[src/rtl/vm2002_pkg.sv]
// vm2002_pkg: coin, status and FSM encodings shared by the vm_multi vending core,
// plus the coin value and greedy change-coin helpers.
package vm2002_pkg;

  typedef enum logic [1:0] {
    COIN_NONE = 2'b00,
    COIN_5    = 2'b01,
    COIN_10   = 2'b10,
    COIN_25   = 2'b11
  } coin_t;

  typedef enum logic [1:0] {
    ST_OK        = 2'd0,
    ST_NO_STOCK  = 2'd1,
    ST_LOW_FUNDS = 2'd2,
    ST_BUSY      = 2'd3
  } status_t;

  typedef enum logic [1:0] {
    S_IDLE,
    S_CREDIT,
    S_VEND,
    S_CHANGE
  } vm_state_t;

  localparam int MIN_COIN_CENTS = 5;

  function automatic logic [4:0] coin_value(input coin_t c);
    logic [4:0] v;
    case (c)
      COIN_5:  v = 5'd5;
      COIN_10: v = 5'd10;
      COIN_25: v = 5'd25;
      default: v = 5'd0;
    endcase
    return v;
  endfunction

  // Largest coin that still fits in the remaining credit; none below 5 cents.
  function automatic coin_t change_coin(input logic [31:0] cents);
    coin_t c;
    if (cents >= 32'd25)      c = COIN_25;
    else if (cents >= 32'd10) c = COIN_10;
    else if (cents >= 32'd5)  c = COIN_5;
    else                      c = COIN_NONE;
    return c;
  endfunction

endpackage

[src/rtl/vm_inventory.sv]
// vm_inventory: per-slot stock/price table with a supplier write port, a
// one-unit decrement port and an asynchronous read port.
module vm_inventory
  import vm2002_pkg::*;
#(
  parameter int NUM_ITEMS = 8,
  parameter int COUNT_W   = 4,
  parameter int COST_W    = 8,
  localparam int IDX_W    = $clog2(NUM_ITEMS)
) (
  input  logic               clk,
  input  logic               rst,
  input  logic               wr_en,
  input  logic [IDX_W-1:0]   wr_idx,
  input  logic [COUNT_W-1:0] wr_count,
  input  logic [COST_W-1:0]  wr_cost,
  input  logic               dec_en,
  input  logic [IDX_W-1:0]   dec_idx,
  input  logic [IDX_W-1:0]   rd_idx,
  output logic               rd_valid,
  output logic [COUNT_W-1:0] rd_count,
  output logic [COST_W-1:0]  rd_cost
);

  logic [COUNT_W-1:0] stock_q [NUM_ITEMS];
  logic [COST_W-1:0]  price_q [NUM_ITEMS];

  // A supplier write to a slot overrides a purchase decrement of the same slot.
  always_ff @(posedge clk or posedge rst) begin
    if (rst) begin
      for (int i = 0; i < NUM_ITEMS; i++) begin
        stock_q[i] <= '0;
        price_q[i] <= '0;
      end
    end else begin
      for (int i = 0; i < NUM_ITEMS; i++) begin
        if (wr_en && 32'(wr_idx) == i) begin
          stock_q[i] <= wr_count;
          price_q[i] <= wr_cost;
        end else if (dec_en && 32'(dec_idx) == i && stock_q[i] != '0) begin
          stock_q[i] <= stock_q[i] - COUNT_W'(1);
        end
      end
    end
  end

  assign rd_valid = 32'(rd_idx) < NUM_ITEMS;

  always_comb begin
    rd_count = '0;
    rd_cost  = '0;
    if (rd_valid) begin
      rd_count = stock_q[rd_idx];
      rd_cost  = price_q[rd_idx];
    end
  end

endmodule

[src/rtl/vm_multi.sv]
// vm_multi: parametrised vending machine core (credit, purchase, stock/price table).
// Define VM_CHANGE_EN to enable the CHANGE state, cancel refunds and coin-by-coin change.
module vm_multi
  import vm2002_pkg::*;
#(
  parameter int NUM_ITEMS = 8,
  parameter int COUNT_W   = 4,
  parameter int COST_W    = 8,
  parameter int BAL_W     = 16,
  localparam int IDX_W    = $clog2(NUM_ITEMS)
) (
  input  logic               clk,
  input  logic               hrst,
  input  logic [1:0]         coins,
  input  logic [IDX_W-1:0]   buttons,
  input  logic               select,
  input  logic               cancel,
  input  logic [IDX_W-1:0]   item,
  input  logic [COUNT_W-1:0] count,
  input  logic [COST_W-1:0]  cost,
  input  logic               valid,
  output logic [IDX_W-1:0]   product,
  output logic               vend,
  output logic [1:0]         change,
  output logic               coin_reject,
  output logic [1:0]         status,
  output logic [BAL_W-1:0]   balance,
  output logic [7:0]         info
);

  localparam int SUM_W = BAL_W + 1;
  localparam int CMP_W = (BAL_W > COST_W) ? BAL_W : COST_W;
  localparam logic [BAL_W-1:0] MIN_BAL = BAL_W'(MIN_COIN_CENTS);

  vm_state_t        state_q;
  status_t          status_q;
  coin_t            change_q;
  logic [BAL_W-1:0] balance_q;
  logic [IDX_W-1:0] product_q;
  logic             vend_q;
  logic             coin_reject_q;
  logic [7:0]       info_q;

  coin_t            coin_in;
  logic [SUM_W-1:0] bal_sum;
  logic             accepting;
  logic             coin_take;
  logic [BAL_W-1:0] bal_d;
  logic             inv_valid;
  logic [COUNT_W-1:0] inv_count;
  logic [COST_W-1:0]  inv_cost;
  logic             stock_ok;
  logic             funds_ok;
  logic             buy_go;
  logic [BAL_W-1:0] bal_after_buy;

  function automatic vm_state_t settle(input logic [BAL_W-1:0] b);
    return (b == '0) ? S_IDLE : S_CREDIT;
  endfunction

  // Coins are folded into the balance first so a same-cycle select sees the new credit.
  assign coin_in   = coin_t'(coins);
  assign bal_sum   = SUM_W'(balance_q) + SUM_W'(coin_value(coin_in));
  assign accepting = (state_q == S_IDLE) || (state_q == S_CREDIT);
  assign coin_take = accepting && (coin_in != COIN_NONE) && !bal_sum[BAL_W];
  assign bal_d     = coin_take ? bal_sum[BAL_W-1:0] : balance_q;

  assign stock_ok      = inv_valid && (inv_count != '0);
  assign funds_ok      = CMP_W'(bal_d) >= CMP_W'(inv_cost);
  assign buy_go        = accepting && select && !valid && stock_ok && funds_ok;
  assign bal_after_buy = bal_d - BAL_W'(inv_cost);

`ifdef VM_CHANGE_EN
  coin_t            chg_coin;
  logic [BAL_W-1:0] chg_rem;
  vm_state_t        chg_next;

  assign chg_coin = change_coin(32'(bal_d));
  assign chg_rem  = bal_d - BAL_W'(coin_value(chg_coin));
  assign chg_next = (chg_rem >= MIN_BAL) ? S_CHANGE : settle(chg_rem);
`endif

  vm_inventory #(
    .NUM_ITEMS (NUM_ITEMS),
    .COUNT_W   (COUNT_W),
    .COST_W    (COST_W)
  ) u_inventory (
    .clk      (clk),
    .rst      (hrst),
    .wr_en    (valid),
    .wr_idx   (item),
    .wr_count (count),
    .wr_cost  (cost),
    .dec_en   (buy_go),
    .dec_idx  (buttons),
    .rd_idx   (buttons),
    .rd_valid (inv_valid),
    .rd_count (inv_count),
    .rd_cost  (inv_cost)
  );

  always_ff @(posedge clk or posedge hrst) begin
    if (hrst) begin
      state_q       <= S_IDLE;
      status_q      <= ST_OK;
      change_q      <= COIN_NONE;
      balance_q     <= '0;
      product_q     <= '0;
      vend_q        <= 1'b0;
      coin_reject_q <= 1'b0;
      info_q        <= '0;
    end else begin
      vend_q        <= 1'b0;
      change_q      <= COIN_NONE;
      coin_reject_q <= (coin_in != COIN_NONE) && !coin_take;
      balance_q     <= bal_d;
      state_q       <= settle(bal_d);
      case (state_q)
        S_IDLE, S_CREDIT: begin
          if (select && valid) begin
            status_q <= ST_BUSY;
            info_q   <= '0;
          end else if (select && !stock_ok) begin
            status_q <= ST_NO_STOCK;
            info_q   <= 8'(buttons);
          end else if (select && !funds_ok) begin
            status_q <= ST_LOW_FUNDS;
            info_q   <= 8'(inv_cost);
          end else if (select) begin
            status_q  <= ST_OK;
            info_q    <= '0;
            vend_q    <= 1'b1;
            product_q <= buttons;
            balance_q <= bal_after_buy;
            state_q   <= S_VEND;
          end
`ifdef VM_CHANGE_EN
          else if (cancel && state_q == S_CREDIT && bal_d >= MIN_BAL) begin
            change_q  <= chg_coin;
            balance_q <= chg_rem;
            state_q   <= chg_next;
          end
`endif
        end
        S_VEND: begin
          if (select || cancel) begin
            status_q <= ST_BUSY;
            info_q   <= '0;
          end
`ifdef VM_CHANGE_EN
          if (bal_d >= MIN_BAL) begin
            change_q  <= chg_coin;
            balance_q <= chg_rem;
            state_q   <= chg_next;
          end
`endif
        end
`ifdef VM_CHANGE_EN
        S_CHANGE: begin
          if (select || cancel) begin
            status_q <= ST_BUSY;
            info_q   <= '0;
          end
          change_q  <= chg_coin;
          balance_q <= chg_rem;
          state_q   <= chg_next;
        end
`endif
        default: state_q <= S_IDLE;
      endcase
    end
  end

  assign product     = product_q;
  assign vend        = vend_q;
  assign change      = change_q;
  assign coin_reject = coin_reject_q;
  assign status      = status_q;
  assign balance     = balance_q;
  assign info        = info_q;

endmodule

[config.mk]
export PLATFORM = sky130hd
export DESIGN_NAME = vm_multi
export DESIGN_NICKNAME = d
export VERILOG_FILES = /design/src/rtl/vm2002_pkg.sv /design/src/rtl/vm_inventory.sv /design/src/rtl/vm_multi.sv
export SDC_FILE = /design/constraint.sdc
export NUM_CORES = 1
export LEC_CHECK = 0
export CAP_MARGIN = 20
export CORE_ASPECT_RATIO = 1.2
export CORE_MARGIN = 2
export CORE_UTILIZATION = 41
export CTS_BUF_LIST = sky130_fd_sc_hd__clkbuf_4
export DETAILED_ROUTE_END_ITERATION = 10
export GPL_TIMING_DRIVEN = 0
export MAX_ROUTING_LAYER = met4
export PLACE_DENSITY_LB_ADDON = 0.1
export SKIP_CTS_REPAIR_TIMING = 1
export SLEW_MARGIN = 15
export SYNTH_ARGS = -nofsm -noshare
export SYNTH_HDL_FRONTEND = slang
export SYNTH_SLANG_ARGS = --single-unit
[constraint.sdc]
create_clock -name clk -period 4.4 [get_ports clk]
set_input_delay 0.88 -clock clk [delete_from_list [all_inputs] [get_ports clk]]
set_output_delay 0.88 -clock clk [all_outputs]
set_load 0.1 [all_outputs]
# ---- After elaboration in Yosys (flattened, before gate mapping)
# Index checks and enable logic that the tools add are counted.
# W data, S select, Z words.
dict set report totals {
  in_bits 25
  elab_cells 179
  reg_bits 129
  output_inout_bits 33
}
dict set report classes {
  n_lt_le_gt_ge 2
  n_addsub 10
  mux 52
  n_eq_ne 21
  bitwise 4
  n_reduce_logical 67
}
# operator n
set ops {}
lappend ops {{$mux W16} 6}
lappend ops {{$mux W4} 18}
lappend ops {{$mux W8} 7}
lappend ops {{$reduce_bool A4 Y1} 9}
lappend ops {{$logic_and A1 B1 Y1} 34}
lappend ops {{$sub A4 B1 Y4 const B} 8}
lappend ops {{$bmux W8 S3} 1}
lappend ops {{$eq A3 B3 Y1 const B} 8}
lappend ops {{$reduce_bool A2 Y1} 10}
lappend ops {{$mux W2} 9}
lappend ops {{$add A16 B5 Y17} 1}
lappend ops {{$ge A16 B8 Y1} 1}
lappend ops {{$logic_not A16 Y1} 1}
lappend ops {{$pmux W8 S2} 1}
lappend ops {{$sub A16 B8 Y16} 1}
lappend ops {{$pmux W5 S3} 1}
lappend ops {{$bmux W4 S3} 1}
lappend ops {{$eq A3 B2 Y1 const B} 4}
lappend ops {{$pmux W2 S2} 2}
lappend ops {{$eq A2 B2 Y1 const B} 3}
lappend ops {{$eq A3 B1 Y1 const B} 2}
lappend ops {{$logic_not A3 Y1} 2}
lappend ops {{$mux W1} 6}
lappend ops {{$logic_not A1 Y1} 5}
lappend ops {{other kinds (11)} 15}

# ---- Depth between registers and ports, before layout
dict set report logic_depth {
  ltp_word 13
  ltp_mapped 22
  depth_no_buf 20
}

# ---- Modules after synthesis
# From an unflattened synthesis, not the netlist that was laid out.
dict set report hier_totals {
  cells_unflattened 877
  hier_area_um2 8125.3
}
# module area_each_um2 seq_area_each_um2 cells_per_inst n_inst
set by_module_without_submodules {}
lappend by_module_without_submodules {vm_inventory 5327.6 2402.3 575 1}
lappend by_module_without_submodules {vm_multi 2797.7 825.8 302 1}

# ---- Worst setup path before layout
# No wires, ideal clock.
dict set report synth_timing {
  kind {register to register}
  from {register balance_q[0] (netlist: balance[0])}
  to {register u_inventory.stock_q[29] (netlist name)}
  n_path_buf 2
  t_required_ns 4.284
  setup_slack_ns -1.018
  stages_incl_launch_ff 22
  arrival_ns 5.303
  synth_period_minus_slack_ns 5.418
  setup_time_ns 0.116
  path_cell_list {dfrtp_1 ha_1 inv_1 fa_1 nor2b_1 o31ai_2 a21o_1 o21ai_0 clkbuf_1 mux2i_1 ha_1 inv_1 fa_1 a21oi_1 o211ai_1 o21a_1 o21a_1 nor2_1 o21a_1 buf_1 a21oi_1 o311ai_0}
}
dict set report synth_via {
  elab_chain_len 9
}
# element line_no
set synth_rtl {}
lappend synth_rtl {{from (decl)} vm_multi.sv:38} ;# logic [BAL_W-1:0] balance_q;
lappend synth_rtl {{from (signal assigned)} vm_multi.sv:116} ;# balance_q <= bal_d;
lappend synth_rtl {{from (signal assigned)} vm_multi.sv:134} ;# balance_q <= bal_after_buy;
lappend synth_rtl {{$add A16 B5 Y17} vm_multi.sv:63} ;# assign bal_sum = SUM_W'(balance_q) + SUM_W'(coin_value(coin_in));
lappend synth_rtl {{$logic_not A1 Y1} vm_multi.sv:65} ;# assign coin_take = accepting && (coin_in != COIN_NONE) && !bal_sum[BAL_W];
lappend synth_rtl {{$logic_and A1 B1 Y1} vm_multi.sv:65}
lappend synth_rtl {{$mux W16 (*)} vm_multi.sv:66} ;# assign bal_d = coin_take ? bal_sum[BAL_W-1:0] : balance_q;
lappend synth_rtl {{$ge A16 B8 Y1 (*)} vm_multi.sv:69} ;# assign funds_ok = CMP_W'(bal_d) >= CMP_W'(inv_cost);
lappend synth_rtl {{$logic_and A1 B1 Y1 (*)} vm_multi.sv:70} ;# assign buy_go = accepting && select && !valid && stock_ok && funds_ok;
lappend synth_rtl {{$logic_and A1 B1 Y1 (*) (2 in series)} vm_inventory.sv:40} ;# end else if (dec_en && 32'(dec_idx) == i && stock_q[i] != '0) begin
lappend synth_rtl {{$reduce_bool A2 Y1 (no line) (*)} -}
lappend synth_rtl {{to (signal, indexed assignment)} vm_inventory.sv:38} ;# stock_q[i] <= wr_count;
lappend synth_rtl {{to (signal, indexed assignment)} vm_inventory.sv:41} ;# stock_q[i] <= stock_q[i] - COUNT_W'(1);
lappend synth_rtl {{to (decl)} vm_inventory.sv:25} ;# logic [COUNT_W-1:0] stock_q [NUM_ITEMS];
# Every way passes the cells marked *; elsewhere a longest branch is shown, timed or not.
# A chain may end at the register's enable or synchronous reset.

# ---- Worst setup path after layout
dict set report layout_timing {
  from {input port coins[0]}
  to {register status_q[1] (netlist: status[1])}
}
dict set report layout_via {
  elab_chain_len 13
  word_cells_on_any_way 19
  classes_between {add/sub (1); order compare (1); eq/ne (4); mux (6); reduce/logical (7)}
}
# element line_no
set layout_rtl {}
lappend layout_rtl {{from (decl)} vm_multi.sv:14} ;# input logic [1:0] coins,
lappend layout_rtl {{$eq A2 B2 Y1 / $eq A2 B1 Y1 (equally long branches)} vm2002_pkg.sv:30} ;# case (c)
lappend layout_rtl {{$pmux W5 S3} vm2002_pkg.sv:30}
lappend layout_rtl {{$add A16 B5 Y17} vm_multi.sv:63}
lappend layout_rtl {{$logic_not A1 Y1} vm_multi.sv:65}
lappend layout_rtl {{$logic_and A1 B1 Y1} vm_multi.sv:65}
lappend layout_rtl {{$mux W16 (*)} vm_multi.sv:66}
lappend layout_rtl {{$ge A16 B8 Y1 (*)} vm_multi.sv:69}
lappend layout_rtl {{$logic_not A1 Y1 (*)} vm_multi.sv:126} ;# end else if (select && !funds_ok) begin
lappend layout_rtl {{$logic_and A1 B1 Y1 (*)} vm_multi.sv:126}
lappend layout_rtl {{$mux W2} vm_multi.sv:126}
lappend layout_rtl {{$mux W2} vm_multi.sv:123} ;# end else if (select && !stock_ok) begin
lappend layout_rtl {{$mux W2} vm_multi.sv:120} ;# if (select && valid) begin
lappend layout_rtl {{$pmux W2 S2} vm_multi.sv:118} ;# case (state_q)
lappend layout_rtl {{to (signal assigned)} vm_multi.sv:121} ;# status_q <= ST_BUSY;
lappend layout_rtl {{to (signal assigned)} vm_multi.sv:124} ;# status_q <= ST_NO_STOCK;
lappend layout_rtl {{to (signal assigned)} vm_multi.sv:127} ;# status_q <= ST_LOW_FUNDS;
lappend layout_rtl {{to (decl)} vm_multi.sv:36} ;# status_t status_q;
# Marks and branches as above.

==> impl_metrics.py <==
metrics = {
    "cells_and_area": {
        "fin_cells": 1073,
        "finalInstanceArea_mm2": 0.009151,
        "final_layout_size_suffix_gt1_frac": 0.2359,
        "post-route-util": 0.5227,
        "fin_nets": 888,
        "area.growth.synth_to_final_pct": 25.07,
    },
    "run_status": {
        "failing_checks": "negative setup slack",
        "status": "finished with violations",
    },
    "setup_path": {
        "cp.arrival_ns": 4.94,
        "timing.rr.start": "balance[0]",
        "endpoint_kind": "register",
        "regToRegSetupSlack_ns": -0.04,
        "worst_r2r_path_depth": 23,
        "worst_setup_path_endpoint": "status[1]",
        "critPathMaxFanout": 8,
        "timing_worst_setup_path_type": "in -> reg",
        "startpoint_kind_of_the_worst_setup_timing_path": "primary input",
        "crit-reg2reg-capture": "status[1]",
        "crit_start": "coins[0]",
        "cp_data_required_time_ns": 4.88,
    },
    "clock_network": {
        "cts_root_buffer": "sky130_fd_sc_hd__clkbuf_4",
        "htreeDepth": 4,
        "cts-root-to-sink-buffers": 2,
        "worst_skew_pair_latency_ns": 0.56,
        "numClockSinks": 128,
        "tritoncts": "built",
        "clkSlewWorstSetupHoldPaths_ns": 0.11,
        "numCtsBuffers": 17,
    },
    "routing": {
        "drt-wirelength-per-cell_um": 19.48,
        "routed_wl_mm": 20.90,
        "met1Wirelength_mm": 8.346,
        "top_signal_layer_used": "met4",
        "detailroute.wirelength.met3_um": 733,
        "detailedRoute.firstIterationViolations": 426,
        "drt-vias-per-instance": 5.623,
        "route.vias.total": 6033,
        "met2RoutedLength_mm": 11.18,
        "remaining_drc_errors": 0,
        "dr.pass1.iters": 4,
        "detail-route-antenna-nets": 0,
    },
    "sta": {
        "timing.slew.headroom": 0.2941,
        "layout_worst_path_cycle_share": 1.014,
        "finalMaxSlewViolations": 0,
        "postLayoutSetupSlackWorst_ns": -0.06192,
        "timing.final.setup_violations": 22,
        "max_clock_freq_mhz": 224.1,
        "layout_min_cycle_time_ns": 4.462,
        "timing.clock.skew_ns": 0.02784,
        "tightestPinTransition_ns": 1.055,
        "rsz0062_at_grt": "yes",
        "report.final.hold_viol_count": 0,
    },
    "synthesis": {
        "synth.cell_area_mm2": 0.007317,
        "cell_with_the_most_instances_after_synthesis": "sky130_fd_sc_hd__nand2_1",
        "synthCells": 742,
        "synthFlopType": "sky130_fd_sc_hd__dfrtp_1",
        "yosysWarnings": 0,
        "synth_top_cell_by_area": "sky130_fd_sc_hd__dfrtp_1",
        "synth_cell_types": 71,
        "synthDominantCellAreaShare": 0.4378,
        "synth.yosys.seq_area_share": 0.4378,
        "synth_enable_flop_cells": 0,
        "synth.top_cells.by_count": "sky130_fd_sc_hd__nand2_1, sky130_fd_sc_hd__dfrtp_1, sky130_fd_sc_hd__inv_1",
        "synth_area_per_cell_um2": 9.861,
        "ys_ff_latch": 128,
        "synth_area_leaders": "sky130_fd_sc_hd__dfrtp_1, sky130_fd_sc_hd__nand2_1, sky130_fd_sc_hd__mux2_2",
        "synthArstFlopShare": 1.000,
    },
    "placed_design": {
        "placed_cells": 1019,
        "dp_hpwl_mm": 14.90,
        "dp_area_mm2": 0.008303,
        "pre_cts_slack_ns": -1.605,
        "gp_routability_congestion": 0.9404,
        "numPortBuffers": 51,
    },
    "floorplanning": {
        "die_w_um": 126.0,
        "rows": 53,
        "top_level_ports": 58,
        "fp.coreArea_mm2": 0.01751,
        "die-area_mm2": 0.01894,
        "die_height_um": 150.3,
        "starting_density_of_the_core": 0.4180,
    },
    "global_route": {
        "grt_pass1_wl_mm": 32.17,
        "globalRouteTotalUtil": 0.2284,
        "global_route.overflow_total": 0,
        "antenna_violations_before_repair": 1,
        "grt_max_degree": 36,
        "first_global_vias": 6016,
    },
    "power": {
        "power_leakage_uw": 0.003856,
        "total_power_uw": 5698,
        "irDropWorstVdd_mv": 0.2759,
        "power.density_mw_per_mm2": 622.7,
    },
    "min_path": {
        "hold_path_class": "reg -> reg",
    },
    "job": {
        "max-cap-violations": 0,
    },
}
-- cell families (layout without fill, tap and decap cells) --
group | Yosys count | count (layout) | synth area share
simple gates | 284 | 284 | 0.1852
flops | 128 | 128 | 0.4378
compound gates | 127 | 128 | 0.1159
mux | 76 | 76 | 0.1419
buf+inv | 74 | 182 | 0.04258
xor+xnor | 29 | 29 | 0.03471
fa+ha+maj | 23 | 23 | 0.04138
other cells | 1 | 3 | 0.0005125
-- where the power goes --
part           leakage, uW  internal (uW)  total [uW]  switching, uW
Sequential         0.00155           1480        1780            295
Combinational      0.00217           1250        3150           1900
Clock             0.000129            329         768            439
-- routing by layer --
layer  up-vias  GRT usage
li1       2829          -
met4         0    0.07363
met1      2999     0.2620
met5         -          -
met2       160     0.4089
met3        45    0.03802
-- cells in the final DEF, fill, tap and decap left out, types with 7 or more instances in the layout --
cell	Yosys	final
sky130_fd_sc_hd__dfrtp_1	128	126
sky130_fd_sc_hd__buf_4	2	19
sky130_fd_sc_hd__mux2_2	38	38
sky130_fd_sc_hd__nand3_1	20	18
sky130_fd_sc_hd__a21oi_2	7	7
sky130_fd_sc_hd__nand4_1	14	14
sky130_fd_sc_hd__mux2i_1	16	11
sky130_fd_sc_hd__nor2_1	34	33
sky130_fd_sc_hd__ha_1	21	15
sky130_fd_sc_hd__a21oi_1	27	21
sky130_fd_sc_hd__nand2_1	144	144
sky130_fd_sc_hd__nor2b_1	11	10
sky130_fd_sc_hd__o21ai_0	18	11
sky130_fd_sc_hd__inv_1	39	35
sky130_fd_sc_hd__o21ai_1	14	15
sky130_fd_sc_hd__clkdlybuf4s50_1	0	49
sky130_fd_sc_hd__nand2b_1	9	8
sky130_fd_sc_hd__a21oi_4	0	7
sky130_fd_sc_hd__nor3_1	13	12
sky130_fd_sc_hd__mux4_2	18	18
sky130_fd_sc_hd__clkbuf_1	19	16
sky130_fd_sc_hd__xnor2_1	22	21
sky130_fd_sc_hd__nor4_1	8	8
sky130_fd_sc_hd__clkbuf_4	0	19
-- metrics by stage --
stage               hold slack, ns  setup TNS [ns]
global placement            0.4528          -84.28
finish                      0.4821         -0.8056
floorplan                   0.4405          -3.098
detailed placement          0.4603          -87.75
CTS                         0.4867          -51.02
global route                0.5154          -4.447
-- how the worst min path moves through the flow --
stage | from | endpoint | slack [ns] | cells past startpoint
CTS | u_inventory.price_q[38] | u_inventory.price_q[38] | 0.49 | 2
finish | u_inventory.price_q[37] | u_inventory.price_q[37] | 0.48 | 2
floorplan | u_inventory.price_q[0] | u_inventory.price_q[0] | 0.44 | 2
global placement | u_inventory.price_q[4] | u_inventory.price_q[4] | 0.45 | 2
global route | u_inventory.price_q[36] | u_inventory.price_q[36] | 0.52 | 2
detailed placement | u_inventory.price_q[38] | u_inventory.price_q[38] | 0.46 | 2
-- registers in the layout, indices dropped and copies added (netlist names) --
signal / cells
u_inventory.price_q: 64
u_inventory.stock_q: 32
balance: 16
info: 8
product: 3
state_q: 2
status: 2
coin_reject: 1
-- cell type report --
type,count,area [um2]
multi-input cells,542,4217
diodes,1,2.502
flip-flops and latches,128,3206
repair buffers,77,819.5
well taps,220,275.3
inverters,40,153.9
clock buffers,18,135.1
clock inverters,13,122.6
fillers,1607,8356
plain buffers,34,220.2
-- critical path, cell delays in order --
cell and delay, ns:
sky130_fd_sc_hd__buf_4 0.12, sky130_fd_sc_hd__ha_4 0.13, sky130_fd_sc_hd__inv_2 0.03, sky130_fd_sc_hd__fa_2 0.38
sky130_fd_sc_hd__nor2b_4 0.17, sky130_fd_sc_hd__o31ai_4 0.08, sky130_fd_sc_hd__a21o_1 0.19, sky130_fd_sc_hd__o21ai_2 0.17
sky130_fd_sc_hd__buf_6 0.16, sky130_fd_sc_hd__mux2i_4 0.25, sky130_fd_sc_hd__ha_2 0.22, sky130_fd_sc_hd__inv_2 0.04
sky130_fd_sc_hd__fa_2 0.34, sky130_fd_sc_hd__a21oi_2 0.19, sky130_fd_sc_hd__o211ai_1 0.15, sky130_fd_sc_hd__o21a_1 0.24
sky130_fd_sc_hd__o21a_1 0.20, sky130_fd_sc_hd__nor2_4 0.13, sky130_fd_sc_hd__o21a_4 0.23, sky130_fd_sc_hd__and2_4 0.22
sky130_fd_sc_hd__buf_12 0.11, sky130_fd_sc_hd__clkbuf_16 0.13, sky130_fd_sc_hd__a31oi_1 0.07, sky130_fd_sc_hd__a21oi_1 0.12
Power figures use the tool's default switching activity.
